--- config.mk ---
export PLATFORM = sky130hd
export DESIGN_NAME = tf_preload_writer
export DESIGN_NICKNAME = d
export VERILOG_FILES = /design/src/rtl/tf_pkg.sv /design/src/rtl/tf_cond_sub.sv /design/src/rtl/tf_preload_writer.sv
export SDC_FILE = /design/constraint.sdc
export NUM_CORES = 1
export LEC_CHECK = 0
export CAP_MARGIN = 0
export CORE_ASPECT_RATIO = 0.75
export CORE_MARGIN = 5
export CORE_UTILIZATION = 55
export CTS_BUF_LIST = sky130_fd_sc_hd__clkbuf_16
export CTS_CLUSTER_DIAMETER = 120
export DETAILED_ROUTE_END_ITERATION = 12
export GPL_TIMING_DRIVEN = 0
export PLACE_DENSITY_LB_ADDON = 0.3
export SLEW_MARGIN = 20
export SYNTH_ARGS = -nofsm -noshare
export SYNTH_HDL_FRONTEND = slang
export SYNTH_SLANG_ARGS = --single-unit
--- constraint.sdc ---
create_clock -name clk -period 5.9 [get_ports clk]
set_clock_uncertainty 0.05 [all_clocks]
set_input_delay 0.885 -clock clk [delete_from_list [all_inputs] [get_ports clk]]
set_output_delay 0.885 -clock clk [all_outputs]
set_load 0.03 [all_outputs]
--- src/rtl/tf_pkg.sv ---
// Shared types and default sizing for the twiddle-factor preload path.
package tf_pkg;

  typedef enum logic [1:0] {
    IDLE = 2'd0,
    LOAD = 2'd1,
    DONE = 2'd2
  } tf_state_e;

  localparam int unsigned TF_D_WIDTH   = 64;
  localparam int unsigned TF_NUM_BANKS = 15;
  localparam int unsigned TF_DEPTH     = 16;

endpackage

--- src/rtl/tf_cond_sub.sv ---
// Single conditional subtraction against the modulus, plus a flag for words that
// are still out of range afterwards (input was at least 2q).
module tf_cond_sub
  import tf_pkg::*;
#(
  parameter int unsigned W = TF_D_WIDTH
) (
  input  logic [W-1:0] a,
  input  logic [W-1:0] q,
  output logic [W-1:0] red,
  output logic         ovf
);

  // Unsigned compare-and-subtract; ovf looks at the reduced value.
  always_comb begin
    red = (a >= q) ? (a - q) : a;
    ovf = (red >= q);
  end

endmodule

--- src/rtl/tf_preload_writer.sv ---
// Streams host twiddle words into the NTT twiddle banks, round-robin across banks,
// with one address step per full bank sweep. One start/done transaction per table.
module tf_preload_writer
  import tf_pkg::*;
#(
  parameter int unsigned D_WIDTH   = TF_D_WIDTH,
  parameter int unsigned NUM_BANKS = TF_NUM_BANKS,
  parameter int unsigned DEPTH     = TF_DEPTH,
  localparam int unsigned ADDR_W   = $clog2(DEPTH)
) (
  input  logic                 clk,
  input  logic                 rst,
  input  logic                 start,
  input  logic [D_WIDTH-1:0]   modulus,
  input  logic                 s_valid,
  input  logic [D_WIDTH-1:0]   s_data,
  output logic                 s_ready,
  output logic [NUM_BANKS-1:0] wr_en,
  output logic [ADDR_W-1:0]    wr_addr,
  output logic [D_WIDTH-1:0]   wr_data,
  output logic                 busy,
  output logic                 done,
  output logic                 err_range
);

  localparam int unsigned BANK_W = (NUM_BANKS > 1) ? $clog2(NUM_BANKS) : 1;
  localparam logic [BANK_W-1:0] BANK_LAST = BANK_W'(NUM_BANKS - 1);
  localparam logic [ADDR_W-1:0] ADDR_LAST = ADDR_W'(DEPTH - 1);

  tf_state_e            state;
  logic [D_WIDTH-1:0]   q_r;
  logic [BANK_W-1:0]    bank_cnt;
  logic [ADDR_W-1:0]    addr_cnt;
  logic [D_WIDTH-1:0]   red;
  logic                 ovf;
  logic                 accept;

  tf_cond_sub #(
    .W (D_WIDTH)
  ) u_cond_sub (
    .a   (s_data),
    .q   (q_r),
    .red (red),
    .ovf (ovf)
  );

  // Handshake and status decode straight from the registered state.
  always_comb begin
    s_ready = (state == LOAD);
    busy    = (state != IDLE);
    done    = (state == DONE);
    accept  = s_ready && s_valid;
  end

  // FSM, counters, write register stage and sticky range error.
  always_ff @(posedge clk or posedge rst) begin
    if (rst) begin
      state     <= IDLE;
      q_r       <= '0;
      bank_cnt  <= '0;
      addr_cnt  <= '0;
      wr_en     <= '0;
      wr_addr   <= '0;
      wr_data   <= '0;
      err_range <= 1'b0;
    end else begin
      wr_en <= '0;
      unique case (state)
        IDLE: begin
          if (start) begin
            q_r       <= modulus;
            bank_cnt  <= '0;
            addr_cnt  <= '0;
            err_range <= 1'b0;
            state     <= LOAD;
          end
        end
        LOAD: begin
          if (accept) begin
            wr_en   <= NUM_BANKS'(1) << bank_cnt;
            wr_addr <= addr_cnt;
            wr_data <= red;
            if (ovf) begin
              err_range <= 1'b1;
            end
            if (bank_cnt == BANK_LAST) begin
              bank_cnt <= '0;
              if (addr_cnt == ADDR_LAST) begin
                addr_cnt <= '0;
                state    <= DONE;
              end else begin
                addr_cnt <= addr_cnt + ADDR_W'(1);
              end
            end else begin
              bank_cnt <= bank_cnt + BANK_W'(1);
            end
          end
        end
        DONE: begin
          state <= IDLE;
        end
        default: begin
          state <= IDLE;
        end
      endcase
    end
  end

endmodule

==> run summary <==
H-tree levels = 4
Final GP Congestion = 0.931
Main synth FF type = dfrtp_1
WL/cell = 20.4 µm
Yosys warns = 0
Post-detail-place hpwl = 31.9 mm
Slew Limit Fails = 0
P_leak = 7.22 nW
CTS tree = yes
Asr flop ratio synth = 100%
Skew-Pair Late Insertion Delay = 450 ps
Startpoint Class = input port
Tightest Pin Transition = 1050 ps
CTS sink count = 158
Synth area leader = dfrtp_1
Initial DRC Count = 1199
Pwr dens = 301 nW/µm²
Layout net count = 1990
Synth Area per Inst = 8.34 µm²
F_max = 174 MHz
Syn_nets = 1756
GRT Total Usage = 31.6%
Peak supply drop = 222 µV
Most common cell after layout, fill and taps aside = nand2_1
Hold_buf cts = 0
Antenna violations before repair = 0
Worst Path Required = 6170 ps
Yosys top cell area share = 31.8%
Chip width = 184 µm
Crit Path Max Fanout = 10
Fin Setup TNS = 0 ps
FP Rows = 47
Top cell family by delay on the critical path = compound AO/OA/AOI/OAI gates
Area of the die = 25800 µm²
Critical path class = in -> reg
Yosys reg bits = 158
Pin count of the biggest net entering global routing = 105
RSZ-0062 raised after global routing = no
Seq/Total Area, Yosys = 31.8%
Worst hold path class = reg -> reg
Port Buffers = 218
Slew headroom = 30.2%
Post-synthesis cell type count = 76
CP arrival = 6020 ps
Most used cell, CP = a21o_1
Post-synth EDFFs = 0
Max-Cap Viols = 0
Final Critical Period = 5740 ps
CTS root buffer = clkbuf_16
Top Ports = 219
Final WL = 41.4 mm
Pre-Repair DR Iteration Count = 5
Std-Cell Core Area = 22200 µm²
Grt total ovfl = 0
Vias = 12200
Critical path's largest stage delay = 500 ps
CP Capture Type = register
Clk slew on worst S/H paths = 70 ps
Status = completed
Via density = 6.02
Area of the multi-input gates = 7950 µm²
First-pass GRT wire length = 64.7 mm
Gate Count Post-Synth = 1492
Final setup vio count = 0
Place WS = -1250 ps
Die height = 140 µm
TritonCTS Buffers = 17
Fin crit share = 97.3%
Max clock buf depth = 2
Reg area = 3950 µm²
DRT antenna net count = 0
CP bufs+invs = 3
CP max-delay cell = clkdlybuf4s50_1
Initial Utilization = 56.1%
Setup ws final = 158 ps
Util after Layout = 71.3%
Crit-path cells = clkdlybuf4s50_1 > ha_2 > and3_1 > nand2_1 > nor4_2 > o211ai_1 > a31o_1 > and3_1 > buf_6 > buf_12 > mux2_4 > ha_1 > a21o_1 > a21o_1 > a21o_1 > a21o_1 > a21o_1 > a21o_1 > a221oi_4 > nor4b_4 > o21ai_2 > nand2_1
Layout cells sized above 1 = 9.43%
Drt drc = 0
FILL cells = 1733
Synthesis-to-layout area growth = 27.0%
Vias in the first global route = 11800
Most frequent cells in the layout = nand2_1 (270), clkdlybuf4s50_1 (218), dfrtp_1 (158)
Synthesized cell area = 12400 µm²
Largest cells by area after synthesis = dfrtp_1 (32%), ha_1 (13%), nand2_1 (8.1%)
Final hold viol count = 0
-- layout make-up --
type,count,share of cell area (%)
antenna,1,0.0158
buffer,64,1.87
clock buffer,17,2.69
clock inverter,15,1.06
inverter,91,2.21
multi-input combinational,1165,50.3
sequential,158,25.0
tap,294,2.33
timing repair buffer,229,14.5
-- where the power goes --
group          switching (mW)  internal [mW]  total, mW
logic                    1.31          0.937       2.25
clock network           0.568          0.572       1.14
registers               0.102           1.26       1.36
-- worst paths after layout --
kind	start	endpoint	slack, ps	cells past startpoint
setup / recovery	s_data[40]	err_range$_DFFE_PP0P_	160	22
hold / removal	wr_addr[0]$_DFFE_PP0P_	wr_addr[0]$_DFFE_PP0P_	430	2
setup reg to reg	q_r[33]$_DFFE_PP0P_	err_range$_DFFE_PP0P_	650	24
hold reg to reg	wr_addr[0]$_DFFE_PP0P_	wr_addr[0]$_DFFE_PP0P_	430	2
max in group asynchronous	rst	wr_data[38]$_DFFE_PP0P_	4130	3
min in group asynchronous	rst	wr_en[9]$_DFF_PP0_	800	2
-- state kept, by name (all words and copies together) (netlist names) --
register and flops:
addr_cnt 4, state 2, wr_data 64, wr_en 15, bank_cnt 4, err_range 1
q_r 64, wr_addr 4
-- routing by layer --
| metal | GRT usage [%] | wire length [µm] | vias to the layer above | share of wire (%) |
|---|---|---|---|---|
| met4 | 7.92 | 971 | 0 | 2.3 |
| met2 | 45.0 | 16900 | 623 | 41 |
| met3 | 6.58 | 4210 | 71 | 10 |
| li1 | - | - | 5740 | - |
| met5 | 0 | 0 | - | 0 |
| met1 | 48.7 | 19300 | 5806 | 47 |
-- Yosys cell counts (20+ instances only) --
| cell | n |
|---|---|
| xnor2_1 | 39 |
| nand4_1 | 39 |
| mux2_4 | 20 |
| o21ai_0 | 128 |
| nor2_1 | 68 |
| mux2_2 | 42 |
| a21o_1 | 46 |
| o21ai_1 | 24 |
| a21oi_1 | 110 |
| nand2_1 | 270 |
| dfrtp_1 | 158 |
| ha_1 | 131 |
| inv_1 | 91 |
| clkbuf_1 | 56 |
-- worst register-to-register path, cell delays in order (launching register included) --
cell and delay, ps:
dfrtp_1 370, inv_1 120, ha_1 240, clkbuf_1 180, a21oi_1 190, o21a_1 170
o221ai_1 170, a221oi_2 360, o21ai_1 150, a21oi_1 160, and3_1 180, buf_6 140
buf_12 130, mux2_4 320, ha_1 300, a21o_1 190, a21o_1 170, a21o_1 190
a21o_1 180, a21o_1 180, a21o_1 210, a221oi_4 390, nor4b_4 100, o21ai_2 210
nand2_1 70
-- through the flow --
stage	power [mW]	cells	cell area, µm²	hold slack [ps]
floorplan	2.76	1492	12400	422
global placement	3.45	2004	15000	409
detailed placement	3.50	2005	15000	412
CTS	4.67	2041	15700	429
global route	4.99	2033	15800	458
finish	4.75	2034	15800	427
-- cell families (layout without fill, tap and decap cells) --
group | after synthesis | count (layout) | synth area share [%]
and+or+nand+nor | 495 | 495 | 17.9
AOI/OAI and AO/OA | 418 | 418 | 21.1
buffers and inverters | 169 | 416 | 5.49
DFF | 158 | 158 | 31.8
adders and majority gates | 132 | 132 | 13.3
muxes | 66 | 66 | 6.54
xor gates and xnor gates | 54 | 54 | 3.80
other | 0 | 1 | 0
-- what timing repair did --
action / 4_1_cts / 5_1_grt
endpoints found under the hold margin: 0 / 0
gates resized for setup: 13 / 26
setup buffers: 6 / 4
pin swaps: 4 / 9
endpoints found under the setup margin: 1 / 1
No activity file was read; power rests on OpenSTA's default activity.
